`src/rtl/rx_frame_ram_writer.sv`:
```
// Packs an Avalon-ST byte stream into little-endian 32-bit frame-RAM words.
// Define RX_LEN_HEADER_EN to add a {err, len} header word at BASE_ADDR after each frame.
module rx_frame_ram_writer #(
  parameter int ADDR_W    = 10,
  parameter int DEPTH     = 1024,
  parameter int BASE_ADDR = 0,
  parameter int LEN_W     = 13
) (
  input  logic              clk,
  input  logic              reset,
  input  logic [7:0]        in_data,
  input  logic              in_valid,
  input  logic              in_sop,
  input  logic              in_eop,
  output logic              in_ready,
  output logic              ram_chipselect,
  output logic              ram_write,
  output logic [ADDR_W-1:0] ram_address,
  output logic [3:0]        ram_byteenable,
  output logic [31:0]       ram_writedata,
  output logic              frame_done,
  output logic [LEN_W-1:0]  frame_len,
  output logic              frame_err,
  input  logic              cpu_ack
);

`ifdef RX_LEN_HEADER_EN
  localparam int HDR_WORDS = 1;
  typedef enum logic [2:0] {IDLE, FILL, FLUSH, HDR, DONE} state_t;
`else
  localparam int HDR_WORDS = 0;
  typedef enum logic [2:0] {IDLE, FILL, FLUSH, DONE} state_t;
`endif

  localparam logic [LEN_W-1:0]  CAP      = LEN_W'((DEPTH - HDR_WORDS) * 4);
  localparam logic [ADDR_W-1:0] PAY_BASE = ADDR_W'(BASE_ADDR + HDR_WORDS);

  state_t state, state_next;

  logic [LEN_W-1:0] cnt;
  logic [23:0]      word_buf;
  logic             err;

  logic             accept, start, store, abort, room;
  logic [LEN_W-1:0] base_cnt;
  logic [1:0]       lane;
  logic [31:0]      merged, partial;
  logic [3:0]       merged_be, partial_be;

  assign accept   = in_valid & in_ready;
  assign start    = accept & in_sop & (state == IDLE);
  assign store    = start | (accept & ~in_sop & (state == FILL));
  assign abort    = accept & in_sop & (state == FILL);
  // cnt still holds the previous frame's length while idle, so a new frame counts from zero
  assign base_cnt = start ? '0 : cnt;
  assign room     = base_cnt < CAP;
  assign lane     = base_cnt[1:0];
  assign frame_len = cnt;
  assign frame_err = err;

  // merged: word including the incoming byte; partial: lanes already buffered (for aborts)
  always_comb begin
    merged     = 32'h0;
    merged_be  = 4'h0;
    partial    = 32'h0;
    partial_be = 4'h0;
    case (lane)
      2'd0: begin
        merged    = {24'h0, in_data};
        merged_be = 4'h1;
      end
      2'd1: begin
        merged     = {16'h0, in_data, word_buf[7:0]};
        merged_be  = 4'h3;
        partial    = {24'h0, word_buf[7:0]};
        partial_be = 4'h1;
      end
      2'd2: begin
        merged     = {8'h0, in_data, word_buf[15:0]};
        merged_be  = 4'h7;
        partial    = {16'h0, word_buf[15:0]};
        partial_be = 4'h3;
      end
      default: begin
        merged     = {in_data, word_buf};
        merged_be  = 4'hF;
        partial    = {8'h0, word_buf};
        partial_be = 4'h7;
      end
    endcase
  end

  always_comb begin
    state_next = state;
    case (state)
      IDLE:  if (start) state_next = in_eop ? FLUSH : FILL;
      FILL:  if (accept && (in_sop || in_eop)) state_next = FLUSH;
`ifdef RX_LEN_HEADER_EN
      FLUSH: state_next = HDR;
      HDR:   state_next = DONE;
`else
      FLUSH: state_next = DONE;
`endif
      DONE:  if (cpu_ack) state_next = IDLE;
      default: state_next = IDLE;
    endcase
  end

  always_ff @(posedge clk) begin
    if (reset) begin
      state          <= IDLE;
      in_ready       <= 1'b0;
      cnt            <= '0;
      word_buf       <= '0;
      err            <= 1'b0;
      ram_chipselect <= 1'b0;
      ram_write      <= 1'b0;
      ram_address    <= '0;
      ram_byteenable <= 4'h0;
      ram_writedata  <= 32'h0;
      frame_done     <= 1'b0;
    end else begin
      state          <= state_next;
      in_ready       <= (state_next == IDLE) || (state_next == FILL);
      frame_done     <= (state_next == DONE) && (state != DONE);
      ram_chipselect <= 1'b0;
      ram_write      <= 1'b0;

      if (start) err <= 1'b0;
      if (abort || (store && !room)) err <= 1'b1;

      if (store && room) begin
        cnt <= base_cnt + LEN_W'(1);
        case (lane)
          2'd0:    word_buf <= {16'h0, in_data};
          2'd1:    word_buf[15:8] <= in_data;
          2'd2:    word_buf[23:16] <= in_data;
          default: ;
        endcase
        if (lane == 2'd3 || in_eop) begin
          ram_chipselect <= 1'b1;
          ram_write      <= 1'b1;
          ram_address    <= PAY_BASE + ADDR_W'(base_cnt >> 2);
          ram_byteenable <= merged_be;
          ram_writedata  <= merged;
        end
      end

      // A full word before the aborting byte was already written, so only lanes 1..3 matter
      if (abort && lane != 2'd0) begin
        ram_chipselect <= 1'b1;
        ram_write      <= 1'b1;
        ram_address    <= PAY_BASE + ADDR_W'(cnt >> 2);
        ram_byteenable <= partial_be;
        ram_writedata  <= partial;
      end

`ifdef RX_LEN_HEADER_EN
      if (state == FLUSH) begin
        ram_chipselect <= 1'b1;
        ram_write      <= 1'b1;
        ram_address    <= ADDR_W'(BASE_ADDR);
        ram_byteenable <= 4'hF;
        ram_writedata  <= {err, {(31 - LEN_W){1'b0}}, cnt};
      end
`endif
    end
  end

endmodule

```
`config.mk`:
```
export PLATFORM = sky130hd
export DESIGN_NAME = rx_frame_ram_writer
export DESIGN_NICKNAME = d
export VERILOG_FILES = /design/src/rtl/rx_frame_ram_writer.sv
export SDC_FILE = /design/constraint.sdc
export NUM_CORES = 1
export LEC_CHECK = 0
export CORE_ASPECT_RATIO = 1.2
export CORE_MARGIN = 2
export CORE_UTILIZATION = 32
export DETAILED_ROUTE_END_ITERATION = 12
export GPL_ROUTABILITY_DRIVEN = 1
export PLACE_DENSITY_LB_ADDON = 0.1
export SKIP_LAST_GASP = 1
export SYNTH_ARGS = -nofsm -noshare
export SYNTH_HDL_FRONTEND = slang
export SYNTH_SLANG_ARGS = --single-unit
```
`constraint.sdc`:
```
create_clock -name clk -period 4.1 [get_ports clk]
set_input_delay 1.025 -clock clk [delete_from_list [all_inputs] [get_ports clk]]
set_output_delay 1.025 -clock clk [all_outputs]
set_load 0.02 [all_outputs]
```
Word level (Yosys, flattened, before mapping)
Index checks and enable logic that the tools add are counted.
Operators by class
  add/subtract/negate cells: 1
  magnitude comparators: 1
  equality and inequality tests: 9
  muxes and demuxes: 26
  bitwise gates (word level): 8
  reductions and logical operators: 23
Operators with widths (count)
  $mux W32: 3
  $pmux W32 S3: 1
  $pmux W24 S3: 1
  $pmux W8 S2: 2
  $mux W10: 3
  $add A13 B1 Y13 const B: 1
  $lt A13 B13 Y1 const B: 1
  $mux W13: 1
  $mux W4: 3
  $pmux W3 S4: 1
  $pmux W4 S3: 1
  $reduce_bool A2 Y1: 6
  $eq A3 B2 Y1 const B: 3
  $mux W3: 3
  $pmux W3 S3: 1
  $reduce_and A2 Y1: 4
  $and A1 B1 Y1: 6
  $eq A3 B1 Y1 const B: 2
  $logic_not A3 Y1: 2
  $logic_and A1 B1 Y1: 5
  $mux W1: 5
  $eq A2 B2 Y1 const B: 2
  $logic_or A1 B1 Y1: 4
  $ne A3 B2 Y1 const B: 1
  other kinds (6): 6
Word-level totals
  register bits: 90
  input port bits: 14
  output and inout bits: 64
  logic and storage cells: 80

Longest topological paths before layout
  word-level depth: 9
  depth in mapped cells: 13

Least setup slack after synthesis
Ideal clock, no wire load.
  path type: input -> register
  start: input port in_valid
  end: register ram_writedata[24]
  arrival time: 3.826 ns
  slack: 0.214 ns
  stages: 12
  buffers on the path: 5
  path through: nor4bb_1 > buf_2 > buf_1 > buf_1 > a21oi_1 > ha_1 > clkbuf_1 > or3_1 > a32o_1 > buf_2 > a21oi_1 > a22o_1
Between the ends
  longest elaborated chain between the ends: 9
  elaborated cells on any way between the ends: 24
  those cells by class: order compare: 1; eq/ne: 3; mux: 5; bitwise: 7; reduce/logical: 8
RTL lines
  start, declared: line 12  | input logic in_valid,
  $and A1 B1 Y1 *: line 50  | assign accept = in_valid & in_ready;
  parallel branches: the longest is 8 deep, another holds $lt A13 B13 Y1
  end signal, assigned: line 145  | ram_writedata <= merged;
  end signal, assigned: line 155  | ram_writedata <= partial;
  end, declared: line 20  | output logic [31:0] ram_writedata,
Mark *: on every way between the ends. The select of a mux whose other input is x is not followed.
A chain may end at the register's enable or synchronous reset.

Worst setup path after layout
  start: input port in_valid
  end: register ram_writedata[3]
The elaborated chain is that of the path after synthesis.

==> impl_metrics.toml <==
[status]
outcome = "finished clean"

[worst_hold_path]
holdPathEnd = "word_buf[12]"
hold_path_class = "reg2reg"
hold_path.startpoint = "word_buf[12]"
hold_depth = 2

[power_and_ir_drop]
p_int_uw = 1520
power_density_mw_per_mm2 = 386
power_frac_clock_pct = 47.1
power_uw = 1960
p_sw_uw = 440
vdd_drop_max_mv = 0.198
p_leak_uw = 0.00163
pwr-share-seq_pct = 45.4
comb_power_share_pct = 7.5
p_sw_share_pct = 22.4

[timing]
fmax_mhz = 280
timing.final.crit_share_pct = 87.2
drv_slew = 0
fin_worst_skew_ns = 0.00761
tightest_slew_ns = 0.903
fin_crit_ns = 3.57
setup_violations = 0
slew_headroom_pct = 39.8
setup_slack_ns = 0.526
setup_tns_ns = 0
finalHoldViolCount = 0
rsz0062_at_grt = "false"

[placed_design]
post-dp-hpwl_um = 7790
dp_slack_ns = 0.183
dpl.cell_count = 644
numPortBuffers = 77
gp_congestion = 0.828

[cts]
clk_pin_slew_ns = 0.07
cts_setup_buffers = 0
cts.sinks = 90
h-tree-depth = 3
clock_latency_ns = 0.34
cts_root_buffer = "clkbuf_16"
cts_max_path_buffers = 2
cts.hold.buffers_added = 0
numCtsBuffers = 9
ctsResizeCount = 0
cts_tree = "yes"

[cells_and_area]
diodes = 0
nets = 516
drive_gt1_share_pct = 7.55
fin_cells = 660
areaGrowthSynthToFinish_pct = 34.6

[detailed_routing]
drt_iter0_drc = 217
drtAntennaViolNets = 0
vias = 3625
drc = 0
firstDrtPassIters = 5
wl_per_cell_um = 17.5
routed_wirelength_um = 11600
via_per_inst = 5.49

[global_route]
grt_pass1_vias = 3352
grt_usage_pct = 18.5
grt_pass1_wl_um = 18200
antenna_found_initial = 0
grt_max_degree = 46
grt-ovfl-total = 0

[yosys]
synth_top_flop_cell = "dfxtp_1"
synthArstFlopShare_pct = 0
ys_seq_elements = 90
ys_types = 50
synth_area_per_cell_um2 = 8.82
ys_warn_count = 0
synth-edff-count = 0
synth_cells = 428
yosysSeqAreaShare_pct = 47.7
synth.cell_area_mm2 = 0.00377
synth_fp_nets = 446

[setup_path]
crit_buf_inv = 2
required_ns = 4.29
cp_max_fo = 30
worstReg2RegStart = "state[0]"
worstSetupPathType = "in2reg"
r2r.worst_path.cells = 8
cp_cell_sequence = "clkdlybuf4s50_1 -> nor4bb_4 -> nand2_1 -> and2_1 -> ha_1 -> or3_1 -> a32o_1 -> buf_4 -> a21oi_1 -> a211oi_1"
rr_endpoint = "frame_len[8]"
critPathSlowestCell = "clkdlybuf4s50_1"
crit_family = "simple AND/OR/NAND/NOR gates"
r2r_slack_ns = 1.19
cp_slowest_stage_delay_ns = 0.53
critPathCaptureType = "flip-flop"
cp.arrival_ns = 3.76
cp-start-kind = "input port"

[die]
die_h_um = 123
die_w_um = 103
rows = 43
initial_core_util_pct = 32.8
boundaryPins = 78
coreArea_mm2 = 0.0115
die_area_mm2 = 0.0127

[job]
drv_cap = 0
==> worst reg2reg max path: stages, from the launching register on <==
cell and delay (ns):
dfxtp_1 0.67, nor2b_1 0.18, a21oi_1 0.30, ha_1 0.31, buf_4 0.24, nand2_1 0.15
or4_4 0.52, or3_1 0.31, a21oi_1 0.15
==> cell families after synthesis <==
| family | count (synthesis) | share of synthesized area [%] |
|---|---|---|
| xor gates and xnor gates | 4 | 0.928 |
| adders and majority gates | 5 | 1.59 |
| buffers and inverters | 44 | 4.54 |
| DFF | 90 | 47.7 |
| other | 1 | 0.0993 |
| AOI/OAI and AO/OA | 172 | 29.3 |
| and+or+nand+nor | 112 | 15.8 |
==> layout make-up <==
cell class	count	area [um^2]
fill	1167	6430
sequential	90	1800
tap	157	196
inverter	9	33.8
timing repair buffer	94	893
multi-input combinational	294	1820
clock buffer	13	270
clock inverter	3	68.8
==> worst max-delay path by stage <==
stage / start / endpoint / slack (ns) / cells past startpoint
global route: in_valid / ram_writedata[6] / 0.35 / 10
CTS: in_valid / ram_writedata[3] / 0.52 / 10
global placement: in_valid / ram_writedata[6] / 0.26 / 10
floorplan: in_valid / ram_writedata[24] / 0.21 / 12
finish: in_valid / ram_writedata[3] / 0.53 / 10
detailed placement: in_valid / ram_writedata[3] / 0.18 / 10
==> flip-flops by register name, summed over array words and instances, names as in the netlist <==
register        count
frame_len          13
ram_address        10
ram_byteenable      4
frame_done          1
ram_writedata      32
ram_write           1
in_ready            1
word_buf           24
frame_err           1
state               3
==> through the flow <==
stage	util, %	hold WS (ns)	instance area (um^2)
2_1_floorplan	-	0.432	3770
3_5_place_dp	41.2	0.448	4740
6_report	44.1	0.457	5080
5_1_grt	44.1	0.478	5080
3_3_place_gp	41.2	0.442	4740
4_1_cts	44.1	0.456	5080
==> Yosys cell counts (2+ instances only) <==
library cell,number,area share (%)
or4_1,2,0.40
nor3_1,3,0.40
nand2b_1,3,0.50
nor2_1,19,1.9
inv_1,9,0.89
dfxtp_1,90,48
or3_1,8,1.3
o31ai_1,2,0.40
a211oi_1,30,6.0
nand4_1,11,1.8
ha_1,4,1.3
buf_2,2,0.27
nand2_1,24,2.4
or2_2,2,0.33
o211ai_1,2,0.40
nor4_1,4,0.66
a22oi_1,24,4.8
nor2b_1,3,0.50
and2_1,2,0.33
a21oi_1,67,8.9
clkbuf_1,26,2.6
and3b_1,2,0.46
nand3_1,21,2.8
a22o_1,8,1.9
xnor2_1,3,0.70
o21ai_0,19,2.5
a32oi_1,10,2.3
buf_1,6,0.60
==> per-layer routing <==
layer / global-route usage (%) / routed length, um
met1: 25.5 / 5400
met2: 28.4 / 5520
met3: 3.96 / 494
met4: 6.41 / 156
met5: 0 / 0
==> power groups by stage <==
| stage | combinational, uW | sequential [uW] | clock (uW) |
|---|---|---|---|
| 3_5_place_dp | 147 | 912 | 0 |
| 5_1_grt | 158 | 893 | 986 |
| 6_report | 147 | 892 | 925 |
| 3_3_place_gp | 146 | 912 | 0 |
| 4_1_cts | 147 | 892 | 941 |
| 2_1_floorplan | 71.2 | 918 | 0 |
==> layout by cell type (no fill, tap or decap), types with 8 or more instances in the layout <==
| master | n |
|---|---|
| dfxtp_1 | 90 |
| clkbuf_16 | 9 |
| clkdlybuf4s50_1 | 76 |
| a32oi_1 | 10 |
| a22o_1 | 8 |
| nand2_1 | 24 |
| a21oi_1 | 67 |
| inv_1 | 9 |
| a211oi_1 | 30 |
| nand3_1 | 21 |
| nand4_1 | 11 |
| or3_1 | 8 |
| a22oi_1 | 24 |
| o21ai_0 | 19 |
| buf_4 | 17 |
| nor2_1 | 19 |
No activity file was read; power rests on OpenSTA's default activity.
